**src/rtl/dmem_arbiter_pkg.sv**
```systemverilog
// Shared definitions for the data-memory arbiter: owner encoding, MMIO map
// and default arbitration limits.
// Build option: DMEM_ARB_STARVE_EN enables the debug starvation guard.
package dmem_arbiter_pkg;

  // Which master currently owns the memory port
  typedef enum logic {
    OWN_CPU = 1'b0,
    OWN_DBG = 1'b1
  } owner_e;

  // MMIO map; debug accesses to these pass through untouched
  localparam logic [31:0] MMIO_LED_ADDR     = 32'h4000_000C;
  localparam logic [31:0] MMIO_DISPLAY_ADDR = 32'h4000_0010;
  localparam logic [31:0] MMIO_CLKCNT_ADDR  = 32'h4000_0014;

  // Default arbitration limits
  localparam int DEFAULT_MAX_WAIT  = 8;
  localparam int DEFAULT_MAX_BURST = 4;

  // Counter width covers both limits (1..255)
  localparam int CNT_W = 8;

endpackage

```
**src/rtl/dmem_arbiter_sat_counter.sv**
```systemverilog
// Saturating up-counter with synchronous clear. Clear and increment together
// load 1, which starts a new run with the current event already counted.
module dmem_arb_sat_counter #(
  parameter int               WIDTH = 8,
  parameter logic [WIDTH-1:0] LIMIT = '1
) (
  input  logic             clk,
  input  logic             reset,
  input  logic             clr,
  input  logic             inc,
  output logic [WIDTH-1:0] count
);

  localparam logic [WIDTH-1:0] ONE = WIDTH'(1);

  // Count register: clear/restart has priority, otherwise saturating increment
  // NOTE: sequential state uses non-blocking assignments so every flop samples pre-edge values.
  always_ff @(posedge clk or posedge reset) begin
    if (reset) begin
      count <= '0;
    end else if (clr) begin
      count <= inc ? ONE : '0;
    end else if (inc && (count != LIMIT)) begin
      count <= count + ONE;
    end
  end

endmodule

```
**src/rtl/dmem_arbiter.sv**
```systemverilog
// dmem_arbiter: shares the single data-memory port between the CPU MEM stage
// (port C, fixed priority, zero latency) and a debug/loader master (port D).
// Debug may lock the port for bursts of up to MAX_BURST beats.
// Build option: DMEM_ARB_STARVE_EN forces a debug grant after MAX_WAIT denied
// cycles; without it arbitration is pure CPU priority.
module dmem_arbiter
  import dmem_arbiter_pkg::*;
#(
  parameter int MAX_WAIT  = DEFAULT_MAX_WAIT,
  parameter int MAX_BURST = DEFAULT_MAX_BURST
) (
  input  logic        clk,
  input  logic        reset,
  // CPU MEM stage
  input  logic        c_req,
  input  logic        c_we,
  input  logic        c_lwlb,
  input  logic [31:0] c_addr,
  input  logic [31:0] c_wdata,
  output logic [31:0] c_rdata,
  output logic        c_stall,
  // Debug / loader master
  input  logic        d_req,
  input  logic        d_we,
  input  logic        d_lock,
  input  logic [31:0] d_addr,
  input  logic [31:0] d_wdata,
  output logic        d_gnt,
  output logic        d_rvalid,
  output logic [31:0] d_rdata,
  // Memory / MMIO port
  output logic [31:0] mem_addr,
  output logic [31:0] mem_wdata,
  output logic        mem_read,
  output logic        mem_write,
  output logic        mem_lwlb,
  input  logic [31:0] mem_rdata
);

  owner_e             state, state_next;
  logic               grant_c, grant_d;
  logic               force_d;
  logic               burst_clr, burst_inc;
  logic [CNT_W-1:0]   burst_cnt;
  logic               last_beat;

`ifdef DMEM_ARB_STARVE_EN
  logic [CNT_W-1:0]   wait_cnt;
  logic               wait_inc;

  // Denied-debug counter: counts while debug waits, clears on grant or idle
  assign wait_inc = d_req && !grant_d;

  dmem_arb_sat_counter #(
    .WIDTH (CNT_W),
    .LIMIT (CNT_W'(MAX_WAIT))
  ) u_wait_cnt (
    .clk   (clk),
    .reset (reset),
    .clr   (!wait_inc),
    .inc   (wait_inc),
    .count (wait_cnt)
  );

  // Starvation threshold reached: debug takes the next slot
  assign force_d = d_req && (wait_cnt == CNT_W'(MAX_WAIT));
`else
  assign force_d = 1'b0;
`endif

  // Beat counter for locked debug bursts
  dmem_arb_sat_counter #(
    .WIDTH (CNT_W),
    .LIMIT (CNT_W'(MAX_BURST))
  ) u_burst_cnt (
    .clk   (clk),
    .reset (reset),
    .clr   (burst_clr),
    .inc   (burst_inc),
    .count (burst_cnt)
  );

  // The grant in progress would bring the burst to MAX_BURST beats
  assign last_beat = (burst_cnt >= CNT_W'(MAX_BURST - 1));

  // Owner state register
  always_ff @(posedge clk or posedge reset) begin
    if (reset) begin
      state <= OWN_CPU;
    end else begin
      state <= state_next;
    end
  end

  // Grant decision and owner transitions
  // NOTE: every output of a combinational block gets a default first so no latch is inferred.
  always_comb begin
    state_next = state;
    grant_c    = 1'b0;
    grant_d    = 1'b0;
    burst_clr  = 1'b0;
    burst_inc  = 1'b0;
    case (state)
      OWN_CPU: begin
        if (force_d) begin
          grant_d = 1'b1;
        end else if (c_req) begin
          grant_c = 1'b1;
        end else if (d_req) begin
          grant_d = 1'b1;
        end
        // A locked grant opens a burst with this beat already counted
        if (grant_d && d_lock && (MAX_BURST > 1)) begin
          state_next = OWN_DBG;
          burst_clr  = 1'b1;
          burst_inc  = 1'b1;
        end
      end
      OWN_DBG: begin
        grant_d = d_req;
        if (!d_req || !d_lock || last_beat) begin
          state_next = OWN_CPU;
          burst_clr  = 1'b1;
        end else begin
          burst_inc  = 1'b1;
        end
      end
      default: begin
        state_next = OWN_CPU;
      end
    endcase
  end

  // Memory port mux: granted master drives, idle port is all zeros
  always_comb begin
    mem_addr  = '0;
    mem_wdata = '0;
    mem_read  = 1'b0;
    mem_write = 1'b0;
    mem_lwlb  = 1'b0;
    if (grant_c) begin
      mem_addr  = c_addr;
      mem_wdata = c_wdata;
      mem_read  = !c_we;
      mem_write = c_we;
      mem_lwlb  = c_lwlb;
    end else if (grant_d) begin
      mem_addr  = d_addr;
      mem_wdata = d_wdata;
      mem_read  = !d_we;
      mem_write = d_we;
    end
  end

  assign c_stall = c_req && !grant_c;
  assign c_rdata = grant_c ? mem_rdata : '0;
  assign d_gnt   = grant_d;

  // Debug read return: data and valid one cycle after a read grant
  always_ff @(posedge clk or posedge reset) begin
    if (reset) begin
      d_rvalid <= 1'b0;
      d_rdata  <= '0;
    end else if (grant_d && !d_we) begin
      d_rvalid <= 1'b1;
      d_rdata  <= mem_rdata;
    end else begin
      d_rvalid <= 1'b0;
    end
  end

endmodule

```
**config.mk**
```make
export PLATFORM = sky130hd
export DESIGN_NAME = dmem_arbiter
export DESIGN_NICKNAME = d
export VERILOG_FILES = /design/src/rtl/dmem_arbiter_pkg.sv /design/src/rtl/dmem_arbiter_sat_counter.sv /design/src/rtl/dmem_arbiter.sv
export SDC_FILE = /design/constraint.sdc
export NUM_CORES = 1
export LEC_CHECK = 0
export CORE_MARGIN = 10
export CORE_UTILIZATION = 27
export CTS_BUF_LIST = sky130_fd_sc_hd__clkbuf_4
export DETAILED_ROUTE_END_ITERATION = 7
export PLACE_DENSITY_LB_ADDON = 0.12
export SLEW_MARGIN = 20
export SYNTH_ARGS = -nofsm -noshare
export SYNTH_HDL_FRONTEND = slang
export SYNTH_SLANG_ARGS = --single-unit
```
**constraint.sdc**
```tcl
create_clock -name clk -period 1.55 [get_ports clk]
set_clock_uncertainty 0.1 [all_clocks]
set_input_delay 0.31 -clock clk [delete_from_list [all_inputs] [get_ports clk]]
set_output_delay 0.31 -clock clk [all_outputs]
set_load 0.01 [all_outputs]
```
==> results.md, run 1 <==
* Post-DP Area at 0.00647 mm^2
* Register area at ~0.0011 mm^2
* Vias per inst at between 4 and 5
* Pwr Total at ~5 mW
* Initial Utilization at roughly 27%
* Power density over the cells at about 620 mW/mm^2
* Horiz. Die Dim at approximately 120 um
* Slew Limit Fails at 0
* Hold-fix buffers, CTS at 0
* Maximum clock frequency at 472 MHz
* Initial antenna violation count at 1
* Number of CTS-inserted buffers at 5
* Most frequent cells in the layout: 165 x clkdlybuf4s50_1, 83 x buf_6, 66 x nand2_2, 42 x dfrtp_1, 37 x buf_4
* Post-Syn Area at between 0.002 and 0.003 mm^2
* Seq pwr share at 28.0%
* Synth top area cells: dfrtp_1 36%, nand2_1 17%, mux2_4 14%, nand3_1 11%, and2_1 8.3%
* Finished Cell Area at 0.00795 mm^2
* Vias at 4255
* Area Growth Syn to Fin at 170%
* Final min period at ~2.1 ns
* Iter 0 DRT Violations at 276
* Sw Share at between 30% and 40%
* # fillers at between 700 and 800
* First-pass GRT wire length at 28600 um
* Gate Count Post-Synth at approximately 370
* YS warnings at 0
* Yosys top cell by area: dfrtp_1
* Root buffer cell: clkbuf_4
* Drt pass-1 iters at 4
* Most common cell after layout, fill and taps aside: clkdlybuf4s50_1
* Share of cells above drive strength 1 at between 50% and 60%
* Startpoint Class: flip-flop
* Failing checks: negative setup slack
* Gr usage total at between 20% and 30%
* Max IR drop VDD at approximately 0.00044 V
* Routed Antenna Nets at 0
* PortBufs at between 300 and 400
* Leakage power at 3.92 nW
* Final worst-path cycle share at 137%
* Core Box Area at around 0.011 mm^2
* CTS sink cnt at between 40 and 50
* Die area at 0.0155 mm^2
* Post-synthesis sequential area ratio at between 30% and 40%
* Max Cap Viol at 0
* DRT Wirelength at a little over 20000 um
* GRT overflow at 0
* Vias in the first global route at between 4000 and 5000
* Post-synthesis register bit count at 42
* Max-Slew Margin vs Limit at roughly four fifths
* CTS Buffer Depth at 2
* Clock transition at the registers of the reported paths at 0.13 ns
* Worst Hold Class: in -> async
* Synth cell types at 31
* Post-synth top area share at 35.7%
* Comb pwr share at 57.2%
* CTS tree: yes
* Crit path max fanout at 6
* Pin count of the biggest net entering global routing at 43
* Final setup violation count at about 140
* Clock Latency Late Sink at roughly 0.35 ns
* RSZ-0062 raised after global routing: yes
* Setup TNS at -57.08 ns
* Row cnt at 38
* Sw Pwr at around 1.6 mW
* Hold Violations, Final at 0
* WP data required at approximately 1.1 ns
* Drt drc at 0
* Net count after synthesis at 541
* Clk pwr share at roughly 15%
* Worst slew pin tran at between 0.2 and 0.3 ns
* Hold Slack at 0.194 ns
* RD Place Congestion at ~1.1
* Syn_area_per_cell at about 8 um^2
* Critical path class: reg -> out
* Die Span Y at around 120 um
* CP Capture Type: primary output
* CP arrival at around 1.7 ns
* Post-DP HPWL at around 14000 um
* Layout Nets at 901
* Int Pwr at around 3.3 mW
* I/O pin count at 302
* Final WS setup at -0.568 ns
* Wire per inst at ~24 um
* Area of the multi-input gates at about 0.0025 mm^2
* H-tree depth at 2
* Outcome: complete, but fails checks
-- critical path: stages (launching register included) --
cell and delay (ns):
dfrtp_1 0.46, nor2b_4 0.16, buf_6 0.14, buf_6 0.12, buf_12 0.12, buf_16 0.13, nand2_2 0.05, nand2_1 0.05
buf_2 0.13
-- cell usage after synthesis, drive strengths merged --
cell / count
nand2: 131
nand3: 65
dfrtp: 42
and2: 39
mux2: 32
buf: 20
clkbuf: 11
inv: 6
a21oi: 3
a31oi: 3
and4: 2
ha: 2
a211oi: 1
and3: 1
and3b: 1
nand2b: 1
nand3b: 1
nand4: 1
nor2: 1
nor2b: 1
nor3: 1
nor4: 1
nor4b: 1
nor4bb: 1
o21ai: 1
o22ai: 1
or2: 1
-- area by class of cell --
class / count / share of cell area, %
Inverter: 6 / 0.283
Tap cell: 140 / 2.20
Multi-Input combinational cell: 292 / 31.1
Clock buffer: 6 / 0.567
Clock inverter: 2 / 0.472
Antenna cell: 1 / 0.0315
Timing Repair Buffer: 384 / 52.1
Sequential cell: 42 / 13.2
-- power groups by stage --
stage / Clock, mW / Combinational, mW / Sequential, mW
after floorplan: 0 / 0.783 / 1.48
after global placement: 0 / 2.31 / 1.39
after detailed placement: 0 / 2.33 / 1.39
after CTS: 0.751 / 2.66 / 1.37
after global routing: 0.804 / 2.96 / 1.40
final: 0.727 / 2.82 / 1.38
-- metal layers --
metal / share of wire [%] / vias to the layer above / global-route usage [%]
met5: 0 / - / 0
met4: 1.9 / 0 / 5.83
met3: 7.4 / 26 / 7.32
met2: 53 / 222 / 42.6
met1: 38 / 2066 / 25.8
li1: - / 1941 / -
-- registers in the layout (all words and copies together), names as in the netlist --
signal             count
d_rvalid               1
d_rdata               32
u_burst_cnt.count      8
state                  1
-- worst paths after layout --
path                       slack [ns]  cells after the start              endpoint  startpoint
max in group asynchronous        0.94                      3            d_rdata[6]       reset
hold reg to reg                  0.42                      1            d_rdata[1]  d_rdata[1]
setup / recovery                -0.57                      8         mem_wdata[28]       state
setup reg to reg                -0.30                      7           d_rdata[22]       state
hold / removal                   0.19                      3           d_rdata[11]       reset
min in group clk                 0.41                      4  u_burst_cnt.count[0]       d_req
-- cell families after synthesis --
logic type | after synthesis | synth area share [%]
fa+ha+maj | 2 | 0.849
compound gates | 9 | 1.78
buf+inv | 37 | 6.15
flops | 42 | 35.7
simple gates | 249 | 39.8
mux | 32 | 15.8
-- through the flow --
stage | utilization, % | instances | setup WS (ns)
final | 73.9 | 873 | -0.568
after global routing | 73.9 | 873 | -0.665
after CTS | 69.9 | 867 | -0.518
after detailed placement | 60.2 | 824 | -0.929
after global placement | 60.2 | 824 | -0.890
after floorplan | - | 371 | -0.0102
-- what timing repair did --
action	4_1_cts	5_1_grt
cloned	18	3
setup endpoints to repair	167	139
pin swaps	48	57
buffers inserted	19	8
gates resized for setup	630	114
(Power assumes the default switching activity.)
==> inputs of run 2 (changes only) <==
- CTS_BUF_LIST: sky130_fd_sc_hd__clkbuf_4 -> sky130_fd_sc_hd__clkbuf_4 sky130_fd_sc_hd__clkbuf_8 sky130_fd_sc_hd__clkbuf_16
- SLEW_MARGIN: 20 -> 40
==> results.md, run 2 (synthesized netlist as in run 1, its figures left out) <==
* Comb pwr share at 55.9% (was 57.2%)
* Max Cap Viol at 0 (unchanged)
* Row cnt at 38 (unchanged)
* Vias in the first global route at 4329 (was 4320)
* Failing checks: negative setup slack (unchanged)
* Critical path's slowest cell: dfrtp_1 (unchanged)
* Die area at 0.0155 mm^2 (unchanged)
* Hold-fix buffers, CTS at 0 (unchanged)
* Startpoint Class: flip-flop (unchanged)
* Hold Slack at 0.264 ns (was 0.194 ns)
* Seq pwr share at 27.0% (was 28.0%)
* Critical path class: reg -> out (unchanged)
* Final min period at 1.93 ns (was 2.12 ns)
* CP Depth at 6 (was 8)
* Worst Hold Class: in -> async (unchanged)
* Post-DP HPWL at 13600 um (unchanged)
* Drt pass-1 iters at 6 (was 4)
* CTS Buffer Depth at 2 (unchanged)
* Finished Cell Area at 0.00807 mm^2 (was 0.00795 mm^2)
* GRT overflow at 0 (unchanged)
* Maximum clock frequency at 518 MHz (was 472 MHz)
* Most flop-heavy register: d_rdata (unchanged)
* Sw Pwr at 1.66 mW (was 1.63 mW)
* Die Span Y at 124 um (unchanged)
* CTS sink cnt at 42 (unchanged)
* Clock transition at the registers of the reported paths at 0.08 ns (was 0.13 ns)
* I/O pin count at 302 (unchanged)
* Most frequent cells in the layout: 165 x clkdlybuf4s50_1, 79 x buf_6, 60 x nand2_2, 42 x dfrtp_1, 38 x nand3_2 (was 165 x clkdlybuf4s50_1, 83 x buf_6, 66 x nand2_2, 42 x dfrtp_1, 37 x buf_4)
* RSZ-0062 raised after global routing: yes (unchanged)
* CP Capture Type: primary output (unchanged)
* Power density over the cells at 634 mW/mm^2 (was 620 mW/mm^2)
* Max IR drop VDD at 0.000492 V (was 0.000436 V)
* WP data required at 1.14 ns (about the same)
* Drt drc at 0 (unchanged)
* Final worst-path cycle share at 124% (was 137%)
* Area Growth Syn to Fin at 174% (was 170%)
* Sw Share at 32.4% (was 33.2%)
* Wire per inst at 23.8 um (was 23.6 um)
* Hold Violations, Final at 0 (unchanged)
* Initial Utilization at 27.4% (unchanged)
* DRT Wirelength at 20800 um (was 20600 um)
* PortBufs at 301 (unchanged)
* Routed Antenna Nets at 0 (unchanged)
* Most common cell after layout, fill and taps aside: clkdlybuf4s50_1 (unchanged)
* Largest register FFs at 32 (unchanged)
* Core Box Area at 0.0107 mm^2 (unchanged)
* Slew Limit Fails at 0 (unchanged)
* H-tree depth at 2 (unchanged)
* Horiz. Die Dim at 124 um (unchanged)
* Final WS setup at -0.379 ns (was -0.568 ns)
* Worst slew pin tran at 0.323 ns (was 0.282 ns)
* Final design utilization at 75.1% (was 73.9%)
* Top flop regs: d_rdata (32), u_burst_cnt.count (8) (unchanged)
* Clock Latency Late Sink at 0.28 ns (was 0.35 ns)
* Worst-path cell chain: nor2b_4, buf_6, buf_12, buf_12, and2_4, buf_6 (was nor2b_4, buf_6, buf_6, buf_12, buf_16, nand2_2, nand2_1, buf_2)
* Leakage power at 3.98 nW (was 3.92 nW)
* Root buffer cell: clkbuf_8 (was clkbuf_4)
* Reg2Reg Depth at 8 (was 7)
* Gr usage total at 23.3% (was 23.5%)
* Pin count of the biggest net entering global routing at 43 (unchanged)
* Initial antenna violation count at 1 (unchanged)
* RD Place Congestion at 1.05 (unchanged)
* Crit path max fanout at 7 (was 6)
* Vias at 4244 (was 4255)
* Final setup violation count at 134 (was 137)
* Max-Slew Margin vs Limit at 78.5% (was 81.2%)
* First-pass GRT wire length at 28300 um (was 28600 um)
* CP arrival at 1.52 ns (was 1.71 ns)
* CTS tree: yes (unchanged)
* Layout Nets at 899 (was 901)
* Delay-heaviest family, CP: buffers and inverters (unchanged)
* Number of CTS-inserted buffers at 5 (unchanged)
* Outcome: complete, but fails checks (unchanged)
* Int Pwr at 3.46 mW (was 3.29 mW)
* Post-DP Area at 0.00647 mm^2 (unchanged)
* CP bufs+invs at 4 (was 5)
* Share of cells above drive strength 1 at 54.2% (was 52.7%)
* Iter 0 DRT Violations at 322 (was 276)
* Vias per inst at 4.87 (about the same)
* Pwr Total at 5.12 mW (was 4.92 mW)
* Clk pwr share at 17.1% (was 14.8%)
* R2r setup slk at -0.35 ns (was -0.30 ns)
* CP max stage delay at 0.42 ns (was 0.46 ns)
[run 2: final cells by class]
type	count	area, um^2
multi-input cells	292	2540
repair buffers	382	4170
flip-flops and latches	42	1050
diodes	1	2.50
inverters	6	22.5
clock inverters	2	37.5
fillers	715	2670
well taps	140	175
clock buffers	6	76.3
[run 2: final timing paths]
kind | startpoint | end
setup / recovery | state | c_rdata[31]
hold / removal | reset | d_rdata[11]
setup reg to reg | state | d_rdata[6]
hold reg to reg | d_rdata[1] | d_rdata[1]
max in group asynchronous | reset | d_rdata[31]
min in group clk | d_rdata[1] | d_rdata[1]
[run 2: repair_timing]
item                       4_1_cts  5_1_grt
gates resized for setup        665      102
setup endpoints to repair      167      139
pin swaps                       51       64
setup buffers                   16        5
gates cloned                    19        4
[run 2: stage by stage]
stage | setup TNS, ns | setup WS, ns | cells
5_1_grt | -52.24 | -0.452 | 871
4_1_cts | -45.15 | -0.437 | 867
3_3_place_gp | -102.45 | -0.890 | 824
6_report | -42.32 | -0.379 | 871
2_1_floorplan | -0.298 | -0.0102 | 371
3_5_place_dp | -107.43 | -0.929 | 824
[run 2: power groups by stage]
stage / sequential, mW / combinational (mW) / clock (mW)
2_1_floorplan: 1.48 / 0.783 / 0
5_1_grt: 1.41 / 3.00 / 0.955
6_report: 1.38 / 2.86 / 0.877
4_1_cts: 1.37 / 2.70 / 0.908
3_3_place_gp: 1.39 / 2.31 / 0
3_5_place_dp: 1.39 / 2.33 / 0
[run 2: worst reg2reg max path, stage by stage (launching register included)]
cell,delay [ns]
dfrtp_1,0.41
nand2b_4,0.18
buf_12,0.15
buf_6,0.11
nand3b_4,0.10
buf_12,0.17
buf_12,0.14
buf_16,0.14
mux2_4,0.29
[run 2: metal layers]
layer	wire length, um	GRT usage (%)
met1	7760	25.7
met2	10900	41.8
met3	1660	6.94
met4	436	6.92
met5	0	0
